--- config.mk ---
export PLATFORM = sky130hd
export DESIGN_NAME = alu_mul_sequencer
export DESIGN_NICKNAME = d
export VERILOG_FILES = /design/src/rtl/alu_mul_sequencer_pkg.sv /design/src/rtl/alu_mul_sequencer.sv
export SDC_FILE = /design/constraint.sdc
export NUM_CORES = 1
export LEC_CHECK = 0
export ABC_CLOCK_PERIOD_IN_PS = 7240
export CAP_MARGIN = 20
export CORE_MARGIN = 2
export CORE_UTILIZATION = 39
export CTS_BUF_LIST = sky130_fd_sc_hd__clkbuf_4 sky130_fd_sc_hd__clkbuf_8 sky130_fd_sc_hd__clkbuf_16
export CTS_CLUSTER_DIAMETER = 60
export CTS_CLUSTER_SIZE = 8
export DETAILED_ROUTE_END_ITERATION = 12
export PLACE_DENSITY = 0.77
export SETUP_SLACK_MARGIN = 0.3
export SLEW_MARGIN = 10
export SYNTH_ARGS = -nofsm -noshare
export SYNTH_HDL_FRONTEND = slang
export SYNTH_SLANG_ARGS = --single-unit
--- constraint.sdc ---
create_clock -name clk -period 7.24 [get_ports clk]
set_input_delay 1.448 -clock clk [delete_from_list [all_inputs] [get_ports clk]]
set_output_delay 1.448 -clock clk [all_outputs]
set_load 0.02 [all_outputs]
--- src/rtl/alu_mul_sequencer_pkg.sv ---
// alu_mul_sequencer_pkg: ALU control codes, datapath width and sequencer state encoding
package alu_mul_sequencer_pkg;
  localparam int XLEN = 64;
  localparam logic [3:0] ALU_AND = 4'b0000;
  localparam logic [3:0] ALU_OR  = 4'b0001;
  localparam logic [3:0] ALU_ADD = 4'b0010;
  localparam logic [3:0] ALU_SUB = 4'b0110;
  typedef enum logic [1:0] {IDLE = 2'd0, RUN = 2'd1, DONE = 2'd2} state_t;
endpackage

--- src/rtl/alu_mul_sequencer.sv ---
// alu_mul_sequencer: shift-and-add multiplier (low XLEN bits) that borrows the shared ALU adder via req/gnt
// ports: clk/reset (async, active-high); in_valid/in_ready/in_a/in_b operand handshake;
// out_valid/out_ready/out_result result handshake; alu_req/alu_gnt arbitration;
// alu_rs1/alu_rs2/alu_ctrl drive the ALU, alu_out is its combinational sum
module alu_mul_sequencer #(
  parameter int XLEN = alu_mul_sequencer_pkg::XLEN,
  parameter int CNT_W = 7,
  parameter logic [3:0] ALU_ADD = alu_mul_sequencer_pkg::ALU_ADD
) (
  input  logic            clk,
  input  logic            reset,
  input  logic            in_valid,
  output logic            in_ready,
  input  logic [XLEN-1:0] in_a,
  input  logic [XLEN-1:0] in_b,
  output logic            out_valid,
  input  logic            out_ready,
  output logic [XLEN-1:0] out_result,
  output logic            alu_req,
  input  logic            alu_gnt,
  output logic [XLEN-1:0] alu_rs1,
  output logic [XLEN-1:0] alu_rs2,
  output logic [3:0]      alu_ctrl,
  input  logic [XLEN-1:0] alu_out
);
  import alu_mul_sequencer_pkg::*;
  state_t r_state;
  logic [XLEN-1:0] r_acc, r_mcand, r_mplier;
  logic [CNT_W-1:0] r_cnt;
  logic w_step;
  assign w_step = r_state == RUN && alu_gnt;
  always_ff @(posedge clk or posedge reset)
    if (reset) begin
      r_state  <= IDLE;
      r_acc    <= '0;
      r_mcand  <= '0;
      r_mplier <= '0;
      r_cnt    <= '0;
    end else begin
      if (r_state == IDLE && in_valid) begin
        r_acc    <= '0;
        r_mcand  <= in_a;
        r_mplier <= in_b;
        r_cnt    <= '0;
        r_state  <= RUN;
      end
      if (w_step) begin
        r_acc    <= r_mplier[0] ? alu_out : r_acc;
        r_mcand  <= r_mcand << 1;
        r_mplier <= r_mplier >> 1;
        r_cnt    <= r_cnt + 1'b1;
        if (r_cnt == CNT_W'(XLEN - 1)) r_state <= DONE;
      end
      if (r_state == DONE && out_ready) r_state <= IDLE;
    end
  assign in_ready   = r_state == IDLE;
  assign out_valid  = r_state == DONE;
  assign alu_req    = r_state == RUN;
  assign out_result = r_acc;
  assign alu_rs1    = r_acc;
  assign alu_rs2    = r_mcand;
  assign alu_ctrl   = ALU_ADD;
endmodule

==> results.py, run 1 <==
metrics = {
    "setup_path": {
        "cp.required_ns": 7.63,
        "r2r_cells": 5,
        "worst_r2r_endpoint": "r_cnt[4]",
        "cp_num_buf_inv": 3,
        "r2r_slack_ns": 4.52,
        "start_kind": "input pin",
        "worstPathArrival_ns": 4.03,
        "path_cells": "clkdlybuf4s50_1, nor3b_4, buf_4, buf_4, nor2_1, a211o_1",
        "reg2reg_from": "r_state[1]",
        "worstSetupEndpointType": "flop",
        "cpMaxStageDelayCell": "buf_4",
        "worstSetupPathType": "in -> reg",
        "cp_common_cell": "buf_4",
        "critPathMaxFanout": 75,
        "slowest_delay_ns": 0.75,
        "cp_top_family": "buffers and inverters",
    },
    "hold_path": {
        "hp-class": "reg -> reg",
        "holdPathEnd": "r_cnt[5]",
        "hold_depth": 1,
        "hold_path.startpoint": "r_cnt[5]",
    },
    "timing": {
        "rsz0062_at_grt": "false",
        "setup_tns_ns": 0,
        "skew_ns": 0.01398,
        "hold_viol_final": 0,
        "period_needed_ns": 3.636,
        "holdWs_ns": 0.4738,
        "maxSlewViolCount": 0,
        "worst_pin_slew_ns": 1.096,
        "setup_violations": 0,
        "finalCritPeriodShare_pct": 50.22,
        "slew_headroom_pct": 26.95,
        "timing.fmax_ghz": 0.2750,
        "setup_slack_ns": 3.604,
    },
    "routing": {
        "postRouteAntennaNets": 0,
        "vias": 7645,
        "drc": 0,
        "firstDrtPassIters": 5,
        "routed_wl_um": 27870,
        "drt_iter0_drc": 535,
        "viasPerCell": 5.305,
        "wl_per_cell_um": 19.34,
    },
    "global_route": {
        "grt_use_total_pct": 21.34,
        "grt_pass1_vias": 7774,
        "antenna_found_initial": 0,
        "overflow": 0,
        "grt_pass1_wl_um": 44350,
        "grt_start_max_net_pins": 86,
    },
    "yosys": {
        "synth-seq-cells": 201,
        "synth_top_area_share_pct": 53.39,
        "netlist_area_sq_mm": 0.009420,
        "ys_async_sr_fraction_pct": 100.0,
        "synth_flop_cell": "dfrtp_1",
        "postSynthCellCount": 826,
        "ys_seq_area_share_pct": 53.39,
        "yosysTopAreaCell": "dfrtp_1",
        "yosys_warnings": 0,
        "syn_avg_cell_area_sq_um": 11.40,
        "synthTopCellsByCount": "201 x dfrtp_1, 130 x nand2_1, 126 x a22oi_1",
        "synth_most_common_cell": "dfrtp_1",
        "yosys-top-cells-area": "dfrtp_1 53%, nand3_2 11%, a22oi_1 10%, a22o_1 6.2%, buf_4 5.5%",
        "synth_edf_count": 0,
        "ys_types": 35,
    },
    "placement": {
        "numPlacedInstances": 1409,
        "hpwl_um": 18760,
        "dp_worst_setup_slack_ns": 3.087,
        "portBuffers": 391,
        "place.gp.congestion": 0.7819,
    },
    "run": {
        "maxCapViolations": 0,
    },
    "clock_network": {
        "clk_latency_ns": 0.51,
        "postCtsResizedCells": 0,
        "postCtsSetupBuffers": 0,
        "clock_sink_count": 201,
        "cts_tree": "built",
        "clk_path_buf_depth": 3,
        "root_buffer": "clkbuf_16",
        "holdBufCountCts": 0,
        "cts_max_level": 1,
        "numCtsBuffers": 29,
        "path_clk_slew_ns": 0.05,
    },
    "die": {
        "start_util_pct": 39.90,
        "io_pins": 396,
        "core-area_sq_mm": 0.02361,
        "fp.dieArea_sq_mm": 0.02541,
        "die_w_um": 159.4,
        "placementRows": 56,
        "die_h_um": 159.4,
    },
    "status": {
        "status": "finished clean",
    },
    "power_and_ir_drop": {
        "seq_power_share_pct": 35.8,
        "internal_power_mw": 3.353,
        "power.density_mw_per_mm2": 383.4,
        "power_frac_clock_pct": 22.5,
        "peakVddDrop_uv": 250.2,
        "power_frac_comb_pct": 41.7,
        "swShare_pct": 35.96,
        "leakagePower_nw": 6.157,
        "switching_power_mw": 1.883,
        "p_total_mw": 5.235,
    },
    "finish": {
        "syn_to_final_growth_pct": 44.95,
        "final_nets": 1320,
        "instances_no_fill": 1441,
        "drive_gt1_share_pct": 13.55,
        "antenna_cells": 0,
    },
}
==> layer usage <==
layer | wire length [um] | up-vias | part of all wire [%] | global-route usage, %
met1 | 11940 | 3841 | 43 | 29.09
li1 | - | 3491 | - | -
met4 | 758 | 0 | 2.7 | 5.868
met3 | 1452 | 54 | 5.2 | 3.829
met5 | 0 | - | 0 | 0
met2 | 13720 | 259 | 49 | 35.14
==> sequential cells by signal, indices dropped and copies added (netlist names) <==
signal / flops
alu_rs1: 64
r_cnt: 7
r_state: 2
r_mplier: 64
alu_rs2: 64
==> worst max path at each step <==
stage,start,to,slack [ns],cells past startpoint
detailed placement,in_valid,r_cnt[4],3.09,6
global route,in_valid,r_cnt[4],3.44,6
CTS,in_valid,r_cnt[4],3.64,6
finish,in_valid,r_cnt[4],3.60,6
global placement,in_valid,r_cnt[4],3.15,6
floorplan,reset,alu_rs1[0],0.31,1
==> worst reg2reg max path, cell delays in order (launching register included) <==
cell	delay, ns
dfrtp_1	0.49
nor3b_4	0.22
buf_4	0.53
buf_4	0.76
nor2_1	0.25
a211o_1	0.36
==> stage by stage <==
step	util [%]	area, sq um
final	57.83	13650
after global placement	54.49	12870
after floorplan	-	9428
after CTS	57.71	13630
after detailed placement	54.49	12870
after global routing	57.83	13650
==> layout make-up <==
type | count | area (sq um)
Clock buffer | 29 | 725.7
Clock inverter | 2 | 35.03
Fill cell | 1983 | 9958
Inverter | 2 | 15.01
Multi-Input combinational cell | 484 | 3418
Sequential cell | 201 | 5030
Tap cell | 319 | 399.1
Timing Repair Buffer | 404 | 4031
==> placed cells by master (no fill, tap or decap), drive strengths merged <==
cell type      synthesis  routed
a22o                  67      67
and3                   2       2
dfrtp                201     201
nand4                  2       2
ha                     1       1
conb                   2       4
mux2                   1       1
clkinv                 0       1
clkdlybuf4s50          0     391
nand3                129     129
nand2                130     130
nand3b                 1       1
and3b                  1       1
buf                  136      13
nor3b                  1       1
or3b                   1       1
nor2b                  2       2
a21oi                  1       1
a221oi                 1       1
bufinv                 0       1
mux2i                  4       4
and4                   1       1
o21ai                  1       1
inv                    2       2
nor3                   1       1
a22oi                126     126
and4b                  1       1
nor2                   4       4
clkbuf                 5      29
a211o                  1       1
o21ba                  1       1
==> cells by family after synthesis <==
kind of cell / after synthesis / synth area share (%)
other cells: 2 / 0.07972
mux: 5 / 0.5446
fa+ha+maj: 1 / 0.1328
compound gates: 198 / 16.67
simple gates: 276 / 18.58
flops: 201 / 53.39
buf+inv: 143 / 10.60
==> power by group through the flow <==
| stage | clock [mW] | sequential, mW | combinational, mW |
|---|---|---|---|
| after CTS | 1.21 | 1.87 | 2.20 |
| after global routing | 1.25 | 1.93 | 2.30 |
| after global placement | 0 | 1.87 | 2.16 |
| after detailed placement | 0 | 1.88 | 2.19 |
| after floorplan | 0 | 2.13 | 0.962 |
| final | 1.18 | 1.88 | 2.18 |
Power figures use the tool's default switching activity.
==> run 2, diff against run 1 <==
--- a/config.mk
+++ b/config.mk
@@ -5,15 +5,15 @@
 export SDC_FILE = /design/constraint.sdc
 export NUM_CORES = 1
 export LEC_CHECK = 0
-export ABC_CLOCK_PERIOD_IN_PS = 7240
+export ABC_CLOCK_PERIOD_IN_PS = 3750
 export CAP_MARGIN = 20
-export CORE_MARGIN = 2
-export CORE_UTILIZATION = 39
+export CORE_AREA = 2 2 156 158
 export CTS_BUF_LIST = sky130_fd_sc_hd__clkbuf_4 sky130_fd_sc_hd__clkbuf_8 sky130_fd_sc_hd__clkbuf_16
 export CTS_CLUSTER_DIAMETER = 60
 export CTS_CLUSTER_SIZE = 8
 export DETAILED_ROUTE_END_ITERATION = 12
-export PLACE_DENSITY = 0.77
+export DIE_AREA = 0 0 158 160
+export PLACE_DENSITY = 0.76
 export SETUP_SLACK_MARGIN = 0.3
 export SLEW_MARGIN = 10
 export SYNTH_ARGS = -nofsm -noshare
==> constraint.sdc (replaced) <==
create_clock -name clk -period 3.75 [get_ports clk]
set_input_delay 0.75 -clock clk [delete_from_list [all_inputs] [get_ports clk]]
set_output_delay 0.75 -clock clk [all_outputs]
set_load 0.02 [all_outputs]
==> run 2 against run 1 <==
Clock-buffer cell count is the same. Combinational power increased by 94%. Largest power group unchanged. Design area rose by 0.57%. Register-to-register slack worse by 2.7 ns. Clock skew grew 0.0014 ns. Routed wire length down 2.0%. Power grew 93%. Critical endpoint is now out_valid.
==> results.py, run 2 (synthesis gave the netlist of run 1 again) <==
metrics = {
    "power_and_ir_drop": {
        "internal_power_mw": 6.479,
        "power_frac_comb_pct": 41.8,
        "peakVddDrop_uv": 751.8,
        "power_frac_clock_pct": 22.5,
        "swShare_pct": 35.90,
        "p_total_mw": 10.11,
        "leakagePower_nw": 6.180,
        "seq_power_share_pct": 35.7,
        "switching_power_mw": 3.628,
        "power.density_mw_per_mm2": 736.0,
    },
    "finish": {
        "drive_gt1_share_pct": 13.62,
        "syn_to_final_growth_pct": 45.77,
        "design_area_sq_mm": 0.01373,
        "instances_no_fill": 1447,
        "final_common_cell": "clkdlybuf4s50_1",
        "fin_util_pct": 57.65,
        "layout_common_cells": "391 x clkdlybuf4s50_1, 201 x dfrtp_1, 130 x nand2_1",
        "antenna_cells": 0,
        "final_nets": 1321,
        "nFillCells": 2054,
    },
    "setup_path": {
        "worstPathArrival_ns": 1.95,
        "start_kind": "flop",
        "r2r_slack_ns": 1.78,
        "r2r_cells": 4,
        "worst_r2r_endpoint": "r_mplier[39]",
        "reg2reg_from": "r_state[1]",
        "worstSetupPathType": "reg -> out",
        "critPathMaxFanout": 9,
        "cp.required_ns": 3.00,
        "worstSetupEndpointType": "output pin",
    },
    "timing": {
        "setup_tns_ns": 0,
        "maxSlewViolCount": 0,
        "finalCritPeriodShare_pct": 71.97,
        "slew_headroom_pct": 51.22,
        "setup_violations": 0,
        "rsz0062_at_grt": "false",
        "skew_ns": 0.01533,
        "worst_pin_slew_ns": 0.7317,
        "timing.fmax_ghz": 0.3705,
        "period_needed_ns": 2.699,
        "hold_viol_final": 0,
    },
    "placement": {
        "place.gp.congestion": 0.8035,
        "hpwl_um": 18290,
        "placed_area_sq_mm": 0.01297,
        "portBuffers": 391,
        "numPlacedInstances": 1416,
    },
    "global_route": {
        "overflow": 0,
        "grt_pass1_vias": 7622,
        "antenna_found_initial": 0,
        "grt_pass1_wl_um": 42720,
        "grt_use_total_pct": 20.93,
        "grt_start_max_net_pins": 90,
    },
    "status": {
        "status": "finished clean",
    },
    "clock_network": {
        "cts_max_level": 1,
        "cts_tree": "built",
        "numCtsBuffers": 29,
        "clk_latency_ns": 0.52,
        "clock_sink_count": 201,
        "path_clk_slew_ns": 0.05,
        "clk_path_buf_depth": 3,
        "postCtsResizedCells": 0,
        "root_buffer": "clkbuf_16",
        "postCtsSetupBuffers": 0,
        "holdBufCountCts": 0,
    },
    "die": {
        "core-area_sq_mm": 0.02382,
        "die_h_um": 160,
        "start_util_pct": 39.55,
        "io_pins": 396,
        "placementRows": 57,
        "die_w_um": 158,
        "fp.dieArea_sq_mm": 0.02528,
    },
    "routing": {
        "viasPerCell": 5.268,
        "drc": 0,
        "wl_per_cell_um": 18.88,
        "drt_iter0_drc": 544,
        "routed_wl_um": 27330,
        "postRouteAntennaNets": 0,
        "firstDrtPassIters": 5,
        "vias": 7623,
    },
    "hold_path": {
        "hold_path.startpoint": "r_mplier[59]",
        "hp-class": "reg -> reg",
        "hold_depth": 2,
        "holdPathEnd": "r_mplier[58]",
    },
    "run": {
        "maxCapViolations": 0,
    },
}
[run 2: changes by cell type in the layout (fill, tap and decap cells not counted)]
cell,delta
buf_4,-5
buf_16,-1
clkinvlp_4,+1
inv_8,-1
buf_12,+7
[run 2: worst max-delay path, stage by stage (launching register included)]
cell and delay, ns:
dfrtp_1 0.53, inv_1 0.13, nor2_1 0.16, clkdlybuf4s50_1 0.63
[run 2: how the worst max path moves through the flow]
stage               start           end
2_1_floorplan       reset    alu_rs1[0]
3_3_place_gp     in_valid  r_mplier[37]
3_5_place_dp     in_valid  r_mplier[39]
4_1_cts        r_state[1]     out_valid
5_1_grt        r_state[1]     out_valid
6_report       r_state[1]     out_valid
[run 2: power by group through the flow]
stage	Clock (mW)	Combinational, mW	Sequential [mW]
floorplan	0	1.86	4.12
global placement	0	4.18	3.61
detailed placement	0	4.25	3.61
CTS	2.33	4.27	3.61
global route	2.42	4.48	3.71
finish	2.27	4.23	3.61
[run 2: area by class of cell]
type | instances | area [sq um] | share of cell area [%]
Clock inverter | 2 | 35.03 | 0.2551
Multi-Input combinational cell | 484 | 3418 | 24.89
Timing Repair Buffer | 405 | 4106 | 29.90
Sequential cell | 201 | 5030 | 36.63
Inverter | 2 | 11.26 | 0.08200
Tap cell | 324 | 405.4 | 2.952
Clock buffer | 29 | 725.7 | 5.285
[run 2: metal layers]
metal	vias up	GRT usage [%]	wire, um
met1	3818	29.33	11890
met5	-	0	0
met4	0	6.183	801
met3	54	3.935	1572
li1	3499	-	-
met2	252	33.10	13060
[run 2: stage by stage]
stage	hold slack (ns)	setup WS, ns
2_1_floorplan	0.4456	0.3977
3_3_place_gp	0.4665	1.052
3_5_place_dp	0.4747	1.031
4_1_cts	0.4923	1.025
5_1_grt	0.5113	0.9635
6_report	0.4901	1.051
